File: config.mk
export PLATFORM = sky130hd
export DESIGN_NAME = dm_uart_tx
export DESIGN_NICKNAME = d
export VERILOG_FILES = /design/src/rtl/uart_tx_pkg.sv /design/src/rtl/sync_fifo.sv /design/src/rtl/dm_uart_tx.sv
export SDC_FILE = /design/constraint.sdc
export NUM_CORES = 1
export LEC_CHECK = 0
export CELL_PAD_IN_SITES_DETAIL_PLACEMENT = 0
export CELL_PAD_IN_SITES_GLOBAL_PLACEMENT = 1
export CORE_ASPECT_RATIO = 0.75
export CORE_UTILIZATION = 37
export CTS_CLUSTER_SIZE = 30
export DETAILED_ROUTE_END_ITERATION = 7
export PLACE_DENSITY_LB_ADDON = 0.1
export SYNTH_ARGS = -nofsm -noshare
export SYNTH_HDL_FRONTEND = slang
export SYNTH_SLANG_ARGS = --single-unit
File: constraint.sdc
create_clock -name i_clk -period 3.55 [get_ports i_clk]
set_input_delay 0.71 -clock i_clk [delete_from_list [all_inputs] [get_ports i_clk]]
set_output_delay 0.71 -clock i_clk [all_outputs]
set_load 0.02 [all_outputs]
File: src/rtl/uart_tx_pkg.sv
// Shared constants for the data-memory-mapped UART transmitter.
// Register offsets, STATUS bit positions, FSM encoding and 8N1 frame shape.
package uart_tx_pkg;

  localparam logic [1:0] REG_TXDATA  = 2'd0;
  localparam logic [1:0] REG_STATUS  = 2'd1;
  localparam logic [1:0] REG_BAUDDIV = 2'd2;
  localparam logic [1:0] REG_CTRL    = 2'd3;

  localparam int ST_BUSY_BIT  = 0;
  localparam int ST_FULL_BIT  = 1;
  localparam int ST_EMPTY_BIT = 2;
  localparam int ST_OVF_BIT   = 3;
  localparam int ST_COUNT_LSB = 8;

  typedef enum logic [1:0] {
    S_IDLE  = 2'd0,
    S_START = 2'd1,
    S_DATA  = 2'd2,
    S_STOP  = 2'd3
  } tx_state_t;

  localparam int DATA_BITS = 8;
  localparam int STOP_BITS = 1;

endpackage

File: src/rtl/sync_fifo.sv
// Single-clock FIFO, combinational read of the head entry, no internal overflow guard beyond full.
// Push while full and pop while empty are ignored; count has one extra bit so DEPTH is representable.
module sync_fifo #(
  parameter int WIDTH = 8,
  parameter int DEPTH = 8
) (
  input  logic                       clk,
  input  logic                       rst_n,
  input  logic                       push,
  input  logic                       pop,
  input  logic [WIDTH-1:0]           din,
  output logic [WIDTH-1:0]           dout,
  output logic                       full,
  output logic                       empty,
  output logic [$clog2(DEPTH):0]     count
);

  localparam int AW = $clog2(DEPTH);

  logic [WIDTH-1:0] mem [DEPTH];
  logic [AW:0]      wr_ptr;
  logic [AW:0]      rd_ptr;

  // Pointers carry one wrap bit so full and empty differ without a separate flag.
  assign count = wr_ptr - rd_ptr;
  assign full  = (count == (AW+1)'(DEPTH));
  assign empty = (wr_ptr == rd_ptr);
  assign dout  = mem[rd_ptr[AW-1:0]];

  always_ff @(posedge clk or negedge rst_n) begin
    if (!rst_n) begin
      wr_ptr <= '0;
      rd_ptr <= '0;
    end else begin
      if (push && !full)  wr_ptr <= wr_ptr + 1'b1;
      if (pop  && !empty) rd_ptr <= rd_ptr + 1'b1;
    end
  end

  always_ff @(posedge clk) begin
    if (push && !full) mem[wr_ptr[AW-1:0]] <= din;
  end

endmodule

File: src/rtl/dm_uart_tx.sv
// Data-memory-bus UART transmitter: TX FIFO feeding an 8N1 serialiser; reads return one cycle after access.
// Bytes written to a full FIFO are dropped and flag a sticky overflow; o_tx and o_busy are registered.
module dm_uart_tx
  import uart_tx_pkg::*;
#(
  parameter int          FIFO_DEPTH  = 8,
  parameter logic [15:0] DEFAULT_DIV = 16'd433
) (
  input  logic        i_clk,
  input  logic        i_rst_n,
  input  logic [63:0] i_dm_addr,
  input  logic        i_dm_cs,
  input  logic        i_dm_rw,
  input  logic [63:0] i_dm_data,
  output logic [63:0] o_dm_data,
  output logic        o_tx,
  output logic        o_busy
);

  localparam int          CW        = $clog2(FIFO_DEPTH) + 1;
  localparam logic [2:0]  LAST_DATA = 3'(DATA_BITS - 1);
  localparam logic [2:0]  LAST_STOP = 3'(STOP_BITS - 1);

  logic [1:0]    reg_sel;
  logic          wr_en;
  logic          rd_en;
  logic          push_req;
  logic          pop;
  logic          fifo_full;
  logic          fifo_empty;
  logic [7:0]    fifo_dout;
  logic [CW-1:0] fifo_count;
  logic [15:0]   bauddiv;
  logic [15:0]   baud_cnt;
  logic          en;
  logic          overflow;
  tx_state_t     state;
  logic [2:0]    bit_idx;
  logic [7:0]    shreg;
  logic          bit_end;
  logic          busy_now;
  logic          tx_next;
  logic [63:0]   status;
  logic [63:0]   rdata;
  logic          unused_bits;

  assign reg_sel     = i_dm_addr[4:3];
  assign wr_en       = i_dm_cs & i_dm_rw;
  assign rd_en       = i_dm_cs & ~i_dm_rw;
  assign push_req    = wr_en && (reg_sel == REG_TXDATA);
  assign bit_end     = (baud_cnt == 16'd0);
  assign busy_now    = (state != S_IDLE) || !fifo_empty;
  assign unused_bits = ^{i_dm_addr[63:5], i_dm_addr[2:0], i_dm_data[63:16]};

  // A new frame starts from IDLE or straight out of the last stop bit, never mid-frame.
  assign pop = en && !fifo_empty &&
               ((state == S_IDLE) ||
                (state == S_STOP && bit_end && bit_idx == LAST_STOP));

  sync_fifo #(.WIDTH(8), .DEPTH(FIFO_DEPTH)) u_fifo (
    .clk   (i_clk),
    .rst_n (i_rst_n),
    .push  (push_req),
    .pop   (pop),
    .din   (i_dm_data[7:0]),
    .dout  (fifo_dout),
    .full  (fifo_full),
    .empty (fifo_empty),
    .count (fifo_count)
  );

  always_comb begin
    status                       = '0;
    status[ST_BUSY_BIT]          = busy_now;
    status[ST_FULL_BIT]          = fifo_full;
    status[ST_EMPTY_BIT]         = fifo_empty;
    status[ST_OVF_BIT]           = overflow;
    status[ST_COUNT_LSB +: 8]    = 8'(fifo_count);
  end

  always_comb begin
    rdata = '0;
    case (reg_sel)
      REG_STATUS:  rdata = status;
      REG_BAUDDIV: rdata[15:0] = bauddiv;
      REG_CTRL:    rdata[0] = en;
      default:     rdata = '0;
    endcase
  end

  always_comb begin
    case (state)
      S_START: tx_next = 1'b0;
      S_DATA:  tx_next = shreg[0];
      default: tx_next = 1'b1;
    endcase
  end

  always_ff @(posedge i_clk or negedge i_rst_n) begin
    if (!i_rst_n) begin
      bauddiv   <= DEFAULT_DIV;
      en        <= 1'b0;
      overflow  <= 1'b0;
      o_dm_data <= '0;
    end else begin
      if (wr_en && reg_sel == REG_BAUDDIV) bauddiv <= i_dm_data[15:0];
      if (wr_en && reg_sel == REG_CTRL)    en      <= i_dm_data[0];
      // Dropped byte takes priority over a same-cycle write-1-to-clear.
      if (push_req && fifo_full)
        overflow <= 1'b1;
      else if (wr_en && reg_sel == REG_STATUS && i_dm_data[ST_OVF_BIT])
        overflow <= 1'b0;
      if (rd_en) o_dm_data <= rdata;
    end
  end

  always_ff @(posedge i_clk or negedge i_rst_n) begin
    if (!i_rst_n) begin
      state    <= S_IDLE;
      baud_cnt <= '0;
      bit_idx  <= '0;
      shreg    <= '0;
      o_tx     <= 1'b1;
      o_busy   <= 1'b0;
    end else begin
      o_tx   <= tx_next;
      o_busy <= busy_now;
      case (state)
        S_IDLE: begin
          if (pop) begin
            shreg    <= fifo_dout;
            baud_cnt <= bauddiv;
            state    <= S_START;
          end
        end
        S_START: begin
          if (bit_end) begin
            baud_cnt <= bauddiv;
            bit_idx  <= '0;
            state    <= S_DATA;
          end else begin
            baud_cnt <= baud_cnt - 16'd1;
          end
        end
        S_DATA: begin
          if (bit_end) begin
            baud_cnt <= bauddiv;
            shreg    <= shreg >> 1;
            if (bit_idx == LAST_DATA) begin
              bit_idx <= '0;
              state   <= S_STOP;
            end else begin
              bit_idx <= bit_idx + 3'd1;
            end
          end else begin
            baud_cnt <= baud_cnt - 16'd1;
          end
        end
        default: begin
          if (bit_end) begin
            baud_cnt <= bauddiv;
            if (bit_idx != LAST_STOP) begin
              bit_idx <= bit_idx + 3'd1;
            end else if (pop) begin
              shreg <= fifo_dout;
              state <= S_START;
            end else begin
              state <= S_IDLE;
            end
          end else begin
            baud_cnt <= baud_cnt - 16'd1;
          end
        end
      endcase
    end
  end

endmodule
==> parameters.txt, run 1 <==
Parameter                              Value

Detailed routing
  Count of vias placed by the detailed router    4,157
  Drt first-iter violations    311
  Average vias per placed instance    4.98
  Routed len/inst    17.9 µm
  Residual antenna-violating net count after detailed routing    0
  DRC violations left    0
  Iteration count of the initial detailed-routing pass    7
  Post-detailed-routing wire length    15,000 µm

Clock network
  Clk sink count    137
  Clock-pin slew of the registers on the worst-case setup and hold paths    0.06 ns
  Insertion delay of the later-clocked pin in the worst-skew pair    0.43 ns
  Clock tree from TritonCTS    yes
  Root cell of the clock tree    sky130_fd_sc_hd__clkbuf_16
  Clock H-tree levels    4
  Hold-fix buffers at CTS    0
  Cells resized by post-CTS repair    0
  Maximum root-to-sink buffer count    2
  Number of setup buffers added after CTS    0
  CTS Buf Count    17

Timing
  Max-slew violation total from the final report    0
  Min Clock Period, post-route    2.76 ns
  Setup clock skew after layout    0.00590 ns
  Slew Limit Headroom    34.4%
  Worst hold slack after final layout    0.433 ns
  Worst slew pin tran    0.984 ns
  Final total negative setup slack    0 ns
  Least setup slack across all paths after layout    0.787 ns
  Final Hold Vio Count    0
  Number of setup violations in the final report    0
  Unrepaired setup endpoints after global routing    false
  Highest attainable clock frequency    362 MHz
  Fraction of the cycle the final worst path needs    77.8%

Placed design
  Placed wire-length estimate after detailed placement    10,200 µm
  Placer's final routability congestion estimate    0.779
  IO buf count    39
  Pre-CTS WS    0.821 ns

Logic synthesis
  Gate count of the mapped netlist    528
  Post-synthesis cell area    6670 µm²
  Main flop type after synthesis    sky130_fd_sc_hd__dfrtp_1
  Sequential-to-total area share from yosys stat    56.3%
  Flops & latches, synth    137
  Share of flip-flops with an asynchronous set or reset    53.3%
  Number of enable flip-flop cells after synthesis    64
  Synthesized area per cell    12.6 µm²
  Syn. warnings    0
  Number of distinct standard cells referenced by the synthesized netlist    75

Power
  Standby leakage power    3.07 nW
  Reg power frac    37.8%
  Clock share of power    28.9%
  Net switching power    0.00226 W
  Switching power share of the total    37.3%
  Power, Total    0.00607 W
  Max VDD drop    338 µV
  Power Internal    0.00381 W
  Part of the power in combinational logic    33.3%
  Power density over the cells    784 nW/µm²

GRT
  Global route total overflow    0
  Largest net degree at the start of global routing    74
  Via count of the first global-routing pass    4,041
  Initial antenna violation count    0
  GRT Overall Usage    17.5%
  Wire length of the first global-routing pass    23,800 µm

Critical path
  Crit Path Class    flop to flop
  Worst EP required    3.68 ns
  Type of origin of the critical path    flop
  CP Data Arrival Time    2.89 ns
  Slack of the worst reg-to-reg path    0.79 ns
  CP Max Fanout    8
  Depth of the worst register-to-register path    10
  Nature of the critical path endpoint    flop

Run status
  Result of the run    finished clean

Floorplanning
  Total Die Area    18,600 µm²
  Die height    118 µm
  Width of the die    157 µm
  Placeable Area    17,700 µm²
  Std cell rows    42
  I/O pins    198
  Initial core utilization    37.8%

Final layout
  Number of filler cells placed in the layout    1,652
  Fraction of layout instances using a drive strength above 1    18.4%
  Most frequent cells in the layout    67 x sky130_fd_sc_hd__dfrtp_1, 64 x sky130_fd_sc_hd__edfxtp_1, 50 x sky130_fd_sc_hd__nand2_1
  Syn-to-layout area delta    16.1%
  Post-layout net count    730
  Most common cell after layout, fill and taps aside    sky130_fd_sc_hd__dfrtp_1
  Antenna diode count    0

Min path
  Class of the tightest hold or removal check    input port to asynchronous set/reset pin

Flow run
  Max-capacitance violation count    0
cell type report:
type | count | area (µm²) | area share (%)
clock buffers | 17 | 425 | 5.49
clock inverters | 15 | 160 | 2.07
inverters | 17 | 63.8 | 0.824
multi-input cells | 353 | 2540 | 32.8
flip-flops and latches | 137 | 3760 | 48.5
well taps | 242 | 303 | 3.91
repair buffers | 53 | 493 | 6.37
state kept, by name, indices dropped and copies added, names as in the netlist:
signal and cells:
o_tx 1, u_fifo.wr_ptr 4, bit_idx 3, bauddiv 16
u_fifo.rd_ptr 4, overflow 1, en 1, u_fifo.mem 64
o_dm_data 16, baud_cnt 16, state 2, shreg 8
o_busy 1
cell families (layout without fill, tap and decap cells):
group	Yosys count	count (layout)	synth area share, %
flops	137	137	56.3
simple gates	137	137	10.9
compound gates	95	95	9.51
buf+inv	85	102	8.25
mux	46	46	10.3
fa+ha+maj	19	19	3.68
xor+xnor	8	8	1.05
other cells	1	48	0.0562
layer usage:
metal  track usage [%]  wire, µm
met5                 0         0
met2              23.0      6110
met4              5.76       180
met3              3.63       577
met1              28.0      8090
critical path: stages (launching register included):
cell and delay (ns):
sky130_fd_sc_hd__dfrtp_1 0.49, sky130_fd_sc_hd__inv_1 0.18, sky130_fd_sc_hd__ha_1 0.24, sky130_fd_sc_hd__fa_1 0.38, sky130_fd_sc_hd__xor2_1 0.17, sky130_fd_sc_hd__and3_1 0.21
sky130_fd_sc_hd__a31oi_1 0.14, sky130_fd_sc_hd__buf_4 0.17, sky130_fd_sc_hd__nand2_1 0.09, sky130_fd_sc_hd__nor3_1 0.16, sky130_fd_sc_hd__buf_4 0.23
metrics by stage:
stage	util (%)	instances	cell area, µm²
2_1_floorplan	-	575	6850
3_3_place_gp	40.5	802	7160
3_5_place_dp	40.5	802	7160
4_1_cts	43.8	834	7740
5_1_grt	43.8	834	7740
6_report	43.8	834	7740
power by group through the flow:
stage          combinational, W  sequential, W  clock [W]
2_1_floorplan           0.00157        0.00224          0
3_3_place_gp            0.00200        0.00232          0
3_5_place_dp            0.00203        0.00232          0
4_1_cts                 0.00204        0.00230    0.00180
5_1_grt                 0.00225        0.00235    0.00187
6_report                0.00202        0.00230    0.00176
synthesized netlist by cell type, types with 6 or more instances:
| cell type | number | area (µm²) |
|---|---|---|
| sky130_fd_sc_hd__mux4_2 | 16 | 360 |
| sky130_fd_sc_hd__inv_1 | 16 | 60.1 |
| sky130_fd_sc_hd__clkbuf_1 | 7 | 26.3 |
| sky130_fd_sc_hd__a221o_1 | 7 | 70.1 |
| sky130_fd_sc_hd__dfstp_2 | 6 | 158 |
| sky130_fd_sc_hd__o21ai_0 | 31 | 155 |
| sky130_fd_sc_hd__dfrtp_1 | 67 | 1680 |
| sky130_fd_sc_hd__a21oi_1 | 16 | 80.1 |
| sky130_fd_sc_hd__ha_1 | 18 | 225 |
| sky130_fd_sc_hd__nor2_1 | 22 | 82.6 |
| sky130_fd_sc_hd__buf_4 | 50 | 375 |
| sky130_fd_sc_hd__mux2i_1 | 11 | 110 |
| sky130_fd_sc_hd__edfxtp_1 | 64 | 1920 |
| sky130_fd_sc_hd__mux2_2 | 19 | 214 |
| sky130_fd_sc_hd__nor4_1 | 8 | 50.1 |
| sky130_fd_sc_hd__o21ai_1 | 6 | 30.0 |
| sky130_fd_sc_hd__nor3_1 | 9 | 45.0 |
| sky130_fd_sc_hd__nand3_1 | 12 | 60.1 |
| sky130_fd_sc_hd__nand2_1 | 50 | 188 |
worst paths after layout:
| kind | start | end |
|---|---|---|
| min reg2reg | shreg[5]$_DFFE_PN0P_ | shreg[5]$_DFFE_PN0P_ |
| min in group i_clk | shreg[5]$_DFFE_PN0P_ | shreg[5]$_DFFE_PN0P_ |
| max in group asynchronous | i_rst_n | u_fifo.rd_ptr[0]$_DFFE_PN0P_ |
| max reg2reg | u_fifo.wr_ptr[0]$_DFFE_PN0P_ | u_fifo.mem[5][6]$_DFFE_PP_ |
| max | u_fifo.wr_ptr[0]$_DFFE_PN0P_ | u_fifo.mem[5][6]$_DFFE_PP_ |
| min | i_rst_n | baud_cnt[13]$_DFFE_PN0P_ |
Power figures use the tool's default switching activity.
==> run 2: changes to the inputs <==
clock period = 2.6 ns   (was 3.55 ns; I/O delays follow)
==> parameters.txt, run 2 (same netlist as run 1, synthesis figures left out) <==
Parameter                              Value

GRT
  Via count of the first global-routing pass    4,136 (+2.4%)
  Wire length of the first global-routing pass    24,100 µm (+1.2%)
  Largest net degree at the start of global routing    42 (-43%)
  GRT Overall Usage    17.7% (+0.16 points)
  Global route total overflow    0 (unchanged)
  Most used routing layer in global routing    met1
  Global-route met2 utilization    23.3% (+0.28 points)
  Initial antenna violation count    0 (unchanged)
  Met3 global-route usage    4.55% (+0.92 points)
  Fraction of met1 tracks used by global routing    27.8% (-0.14 points)

Clock network
  Clock tree from TritonCTS    yes
  Clk sink count    137 (unchanged)
  Maximum root-to-sink buffer count    2 (unchanged)
  Cells resized by post-CTS repair    0 (unchanged)
  Insertion delay of the later-clocked pin in the worst-skew pair    0.42 ns (about the same)
  Hold-fix buffers at CTS    0 (unchanged)
  Number of setup buffers added after CTS    0 (unchanged)
  Clock-pin slew of the registers on the worst-case setup and hold paths    0.06 ns (about the same)
  Root cell of the clock tree    sky130_fd_sc_hd__clkbuf_16
  CTS Buf Count    17 (unchanged)
  Clock H-tree levels    4 (unchanged)

Critical path
  Worst EP required    2.72 ns (-0.96 ns)
  Depth of the worst register-to-register path    8 (-2)
  Crit Path Class    flop to flop
  End point of the critical path    u_fifo.mem[0][0]$_DFFE_PP_
  CP Data Arrival Time    2.55 ns (-0.34 ns)
  Nature of the critical path endpoint    flop
  CP Max Fanout    8 (unchanged)
  Startpoint of the lowest-slack register-to-register path    u_fifo.rd_ptr[0]$_DFFE_PN0P_
  Worst flop-to-flop path endpoint    u_fifo.mem[0][0]$_DFFE_PP_
  Worst setup path startpoint    u_fifo.rd_ptr[0]$_DFFE_PN0P_
  Slack of the worst reg-to-reg path    0.17 ns (-0.62 ns)
  Type of origin of the critical path    flop

Detailed routing
  Post-detailed-routing wire length    14,900 µm (-0.16%)
  Routed len/inst    17.6 µm (-1.8%)
  Count of vias placed by the detailed router    4,211 (+1.3%)
  Iteration count of the initial detailed-routing pass    4 (-3)
  Average vias per placed instance    4.97 (-0.37%)
  DRC violations left    0 (unchanged)
  Drt first-iter violations    245 (-21%)
  Residual antenna-violating net count after detailed routing    0 (unchanged)

Timing
  Slew Limit Headroom    59.5% (+25 points)
  Final Hold Vio Count    0 (unchanged)
  Highest attainable clock frequency    411 MHz (+13%)
  Setup clock skew after layout    0.00983 ns (+0.00393 ns)
  Max-slew violation total from the final report    0 (unchanged)
  Least setup slack across all paths after layout    0.165 ns (-0.622 ns)
  Unrepaired setup endpoints after global routing    false
  Worst slew pin tran    0.607 ns (-0.377 ns)
  Number of setup violations in the final report    0 (unchanged)
  Worst hold slack after final layout    0.0999 ns (-0.333 ns)
  Fraction of the cycle the final worst path needs    93.6% (+16 points)
  Min Clock Period, post-route    2.43 ns (-0.328 ns)

Final layout
  Post-route cell area    8000 µm² (+3.4%)
  Most frequent cells in the layout    65 x sky130_fd_sc_hd__dfrtp_1, 64 x sky130_fd_sc_hd__edfxtp_1, 49 x sky130_fd_sc_hd__nand2_1
  Number of filler cells placed in the layout    1,630 (-1.3%)
  Fraction of layout instances using a drive strength above 1    22.3% (+3.9 points)
  Post-layout net count    744 (+1.9%)
  Syn-to-layout area delta    20.0%
  Number of flip-flops in the largest register    64 (unchanged)
  Most common cell after layout, fill and taps aside    sky130_fd_sc_hd__dfrtp_1
  End-of-flow core utilization    45.3% (+1.5 points)
  Antenna diode count    0 (unchanged)

Floorplanning
  Die height    118 µm (unchanged)
  Std cell rows    42 (unchanged)
  Width of the die    157 µm (unchanged)
  Total Die Area    18,600 µm² (unchanged)
  Placeable Area    17,700 µm² (unchanged)
  Initial core utilization    37.8% (unchanged)
  I/O pins    198 (unchanged)

Placed design
  Placed standard-cell area    7390 µm² (+3.3%)
  Placer's final routability congestion estimate    0.787 (+1.1%)
  Pre-CTS WS    0.105 ns (-0.716 ns)
  IO buf count    39 (unchanged)
  Placed wire-length estimate after detailed placement    10,600 µm (+4.3%)

Power
  Power density over the cells    1060 nW/µm² (+35%)
  Max VDD drop    462 µV (+37%)
  Power, Total    0.00850 W (+40%)
  Standby leakage power    3.17 nW (+3.1%)

Run status
  Result of the run    finished clean

Flow run
  Max-capacitance violation count    0 (unchanged)

Min path
  Class of the tightest hold or removal check    input port to asynchronous set/reset pin
-- run 2: changes by cell type in the layout (fill, tap and decap cells not counted), moves of 3 or more --
cell                     previous run  this run
sky130_fd_sc_hd__buf_4             15        25
sky130_fd_sc_hd__buf_12             0         4
sky130_fd_sc_hd__inv_8              4         0
sky130_fd_sc_hd__nor4_1             8         4
sky130_fd_sc_hd__nor3_1             9         6
sky130_fd_sc_hd__nor3_4             1         4
sky130_fd_sc_hd__nor4_2             1         4
-- run 2: worst min-delay path by stage --
stage	end	startpoint	depth (start not counted)
2_1_floorplan	baud_cnt[0]$_DFFE_PN0P_	i_rst_n	0
3_3_place_gp	o_dm_data[15]$_DFFE_PN0P_	o_dm_data[15]$_DFFE_PN0P_	2
3_5_place_dp	o_dm_data[11]$_DFFE_PN0P_	o_dm_data[11]$_DFFE_PN0P_	2
4_1_cts	baud_cnt[13]$_DFFE_PN0P_	i_rst_n	1
5_1_grt	baud_cnt[14]$_DFFE_PN0P_	i_rst_n	1
6_report	baud_cnt[13]$_DFFE_PN0P_	i_rst_n	1
-- run 2: report_power, final --
part	switching (W)	internal, W	leakage [nW]
logic	0.00168	0.00126	1.40
clock network	0.000932	0.00151	0.288
registers	0.000423	0.00269	1.48
-- run 2: per-layer routing --
metal,vias to the layer above,part of all wire [%],wire [µm]
li1,1992,-,-
met1,2112,53,7880
met2,95,41,6180
met3,12,4.5,668
met4,0,1.3,200
met5,-,0,0
-- run 2: final cells by class --
class | count | area [µm²] | area share, %
clock buffers | 18 | 429 | 5.36
clock inverters | 14 | 171 | 2.14
inverters | 17 | 63.8 | 0.797
multi-input cells | 353 | 2630 | 32.8
flip-flops and latches | 137 | 3760 | 47.0
well taps | 242 | 303 | 3.78
repair buffers | 67 | 648 | 8.10
-- run 2: worst max-delay path, stage by stage, from the launching register on --
cell                       delay (ns)
sky130_fd_sc_hd__dfrtp_1         0.40
sky130_fd_sc_hd__ha_1            0.22
sky130_fd_sc_hd__fa_1            0.37
sky130_fd_sc_hd__xor2_1          0.17
sky130_fd_sc_hd__and3_1          0.23
sky130_fd_sc_hd__nand3_1         0.12
sky130_fd_sc_hd__nand2b_2        0.14
sky130_fd_sc_hd__nor4_4          0.22
sky130_fd_sc_hd__buf_4           0.25
-- run 2: metrics by stage --
stage               TNS [ns]  instances
finish                     0        848
global route               0        848
CTS                        0        848
detailed placement         0        816
global placement           0        816
floorplan              -2.94        575
==> run 3: changes to the inputs <==
CORE_UTILIZATION = 40   (was 37)
clock period = 3.1 ns   (was 2.6 ns; I/O delays follow)
==> parameters.txt, run 3 (same netlist as run 1, synthesis figures left out) <==
Parameter                              Value

Timing
  Number of setup violations in the final report    0 (unchanged)
  Final Hold Vio Count    0 (unchanged)
  Fraction of the cycle the final worst path needs    89.1% (-4.6 points)
  Slew Limit Headroom    35.9% (-24 points)
  Max-slew violation total from the final report    0 (unchanged)
  Unrepaired setup endpoints after global routing    false
  Worst slew pin tran    0.961 ns (+0.354 ns)
  Setup clock skew after layout    0.00743 ns (-0.00240 ns)
  Highest attainable clock frequency    362 MHz (-12%)
  Final total negative setup slack    0 ns (unchanged)
  Min Clock Period, post-route    2.76 ns (+0.326 ns)

Critical path
  Startpoint of the lowest-slack register-to-register path    u_fifo.wr_ptr[0]$_DFFE_PN0P_
  CP Max Fanout    9 (+1)
  Nature of the critical path endpoint    flop
  Worst EP required    3.40 ns (+0.68 ns)
  Crit Path Class    flop to flop
  CP Data Arrival Time    3.06 ns (+0.51 ns)
  Type of origin of the critical path    flop
  Worst setup path startpoint    u_fifo.wr_ptr[0]$_DFFE_PN0P_
  Slack of the worst reg-to-reg path    0.34 ns (+0.17 ns)

GRT
  Via count of the first global-routing pass    4,173 (+0.89%)
  Largest net degree at the start of global routing    74 (+76%)
  Global route total overflow    0 (unchanged)
  GRT Overall Usage    18.9% (+1.3 points)
  Initial antenna violation count    0 (unchanged)
  Wire length of the first global-routing pass    23,600 µm (-1.7%)

Final layout
  Number of filler cells placed in the layout    1,453 (-11%)
  Register area    3760 µm² (about the same)
  End-of-flow core utilization    47.8% (+2.4 points)
  Fraction of layout instances using a drive strength above 1    18.2% (-4.0 points)
  Number of flip-flops in the largest register    64 (unchanged)
  Most common cell after layout, fill and taps aside    sky130_fd_sc_hd__dfrtp_1
  Post-layout net count    730 (-1.9%)
  Most frequent cells in the layout    67 x sky130_fd_sc_hd__dfrtp_1, 64 x sky130_fd_sc_hd__edfxtp_1, 50 x sky130_fd_sc_hd__nand2_1
  Antenna diode count    0 (unchanged)
  Combined area of the multi-input logic cells    2540 µm² (-3.3%)
  Syn-to-layout area delta    15.7%

Floorplanning
  Std cell rows    40 (-4.8%)
  Die height    114 µm (-3.8%)
  I/O pins    198 (unchanged)
  Initial core utilization    41.3% (+3.5 points)
  Width of the die    151 µm (-3.8%)
  Placeable Area    16,200 µm² (-8.4%)
  Total Die Area    17,200 µm² (-7.4%)

Power
  Standby leakage power    3.08 nW (-3.0%)
  Max VDD drop    427 µV (-7.6%)
  Power density over the cells    911 nW/µm² (-14%)
  Power, Total    0.00703 W (-17%)

Detailed routing
  DR top layer    met4
  Residual antenna-violating net count after detailed routing    0 (unchanged)
  Iteration count of the initial detailed-routing pass    5 (+1)
  DRC violations left    0 (unchanged)
  Length of routed wiring on met1    7660 µm (-2.9%)
  Post-detailed-routing wire length    14,900 µm (about the same)
  Met2 Routed Length    6480 µm (+4.9%)
  Average vias per placed instance    5.25 (+5.6%)
  Drt first-iter violations    297 (+21%)
  Routed len/inst    18.6 µm (+5.7%)
  Count of vias placed by the detailed router    4,207 (-0.095%)
  Met3 routed wirelength    640 µm (-4.2%)

Clock network
  Insertion delay of the later-clocked pin in the worst-skew pair    0.42 ns (about the same)
  Cells resized by post-CTS repair    0 (unchanged)
  Clock-pin slew of the registers on the worst-case setup and hold paths    0.06 ns (about the same)
  CTS Buf Count    17 (unchanged)
  Number of setup buffers added after CTS    0 (unchanged)
  Maximum root-to-sink buffer count    2 (unchanged)
  Clock tree from TritonCTS    yes
  Clock H-tree levels    4 (unchanged)
  Hold-fix buffers at CTS    0 (unchanged)
  Clk sink count    137 (unchanged)
  Root cell of the clock tree    sky130_fd_sc_hd__clkbuf_16

Run status
  Result of the run    finished clean

Placed design
  Placed wire-length estimate after detailed placement    10,300 µm (-3.2%)
  IO buf count    39 (unchanged)
  Placer's final routability congestion estimate    0.756 (-4.0%)

Flow run
  Max-capacitance violation count    0 (unchanged)

Min path
  Class of the tightest hold or removal check    input port to asynchronous set/reset pin
run 3: cell type report:
type                       count  area share, %
inverter                      17          0.827
sequential                   137           48.7
multi-input combinational    353           32.9
timing repair buffer          53           6.39
clock inverter                13           2.20
clock buffer                  19           5.61
tap                          210           3.40
run 3: metrics by stage:
stage               cell area (µm²)  std cells  hold slack (ns)  setup slack, ns
finish                         7720        802            0.340            0.339
detailed placement             7120        770            0.466            0.362
floorplan                      6850        575            0.324           0.0286
global route                   7720        802            0.428            0.137
CTS                            7720        802            0.394            0.342
global placement               7120        770            0.465            0.405
run 3: path summary, 6_finish.rpt:
path / to / cells past startpoint
worst max-delay path: baud_cnt[9]$_DFFE_PN0P_ / 7
worst min-delay path: baud_cnt[15]$_DFFE_PN0P_ / 1
worst max register to register: baud_cnt[9]$_DFFE_PN0P_ / 7
worst min register to register: o_dm_data[0]$_DFFE_PN0P_ / 2
max in group asynchronous: shreg[4]$_DFFE_PN0P_ / 1
min in group i_clk: o_dm_data[0]$_DFFE_PN0P_ / 2
run 3: power breakdown:
part           leakage, nW  internal [W]  switching, W
clock                0.289       0.00127      0.000795
sequential            1.49       0.00225      0.000390
combinational         1.30      0.000978       0.00135
run 3: layer usage:
layer | up-vias | track usage (%)
met5 | - | 0
met3 | 14 | 4.36
met1 | 2119 | 28.7
met4 | 0 | 5.80
met2 | 108 | 26.7
li1 | 1966 | -
run 3: worst max-delay path, stage by stage, from the launching register on:
cell and delay, ns:
sky130_fd_sc_hd__dfrtp_1 0.49, sky130_fd_sc_hd__inv_1 0.18, sky130_fd_sc_hd__ha_1 0.37, sky130_fd_sc_hd__nand3_1 0.19, sky130_fd_sc_hd__o21ai_1 0.26, sky130_fd_sc_hd__and2_1 0.51, sky130_fd_sc_hd__nor2_2 0.22, sky130_fd_sc_hd__a221o_1 0.40
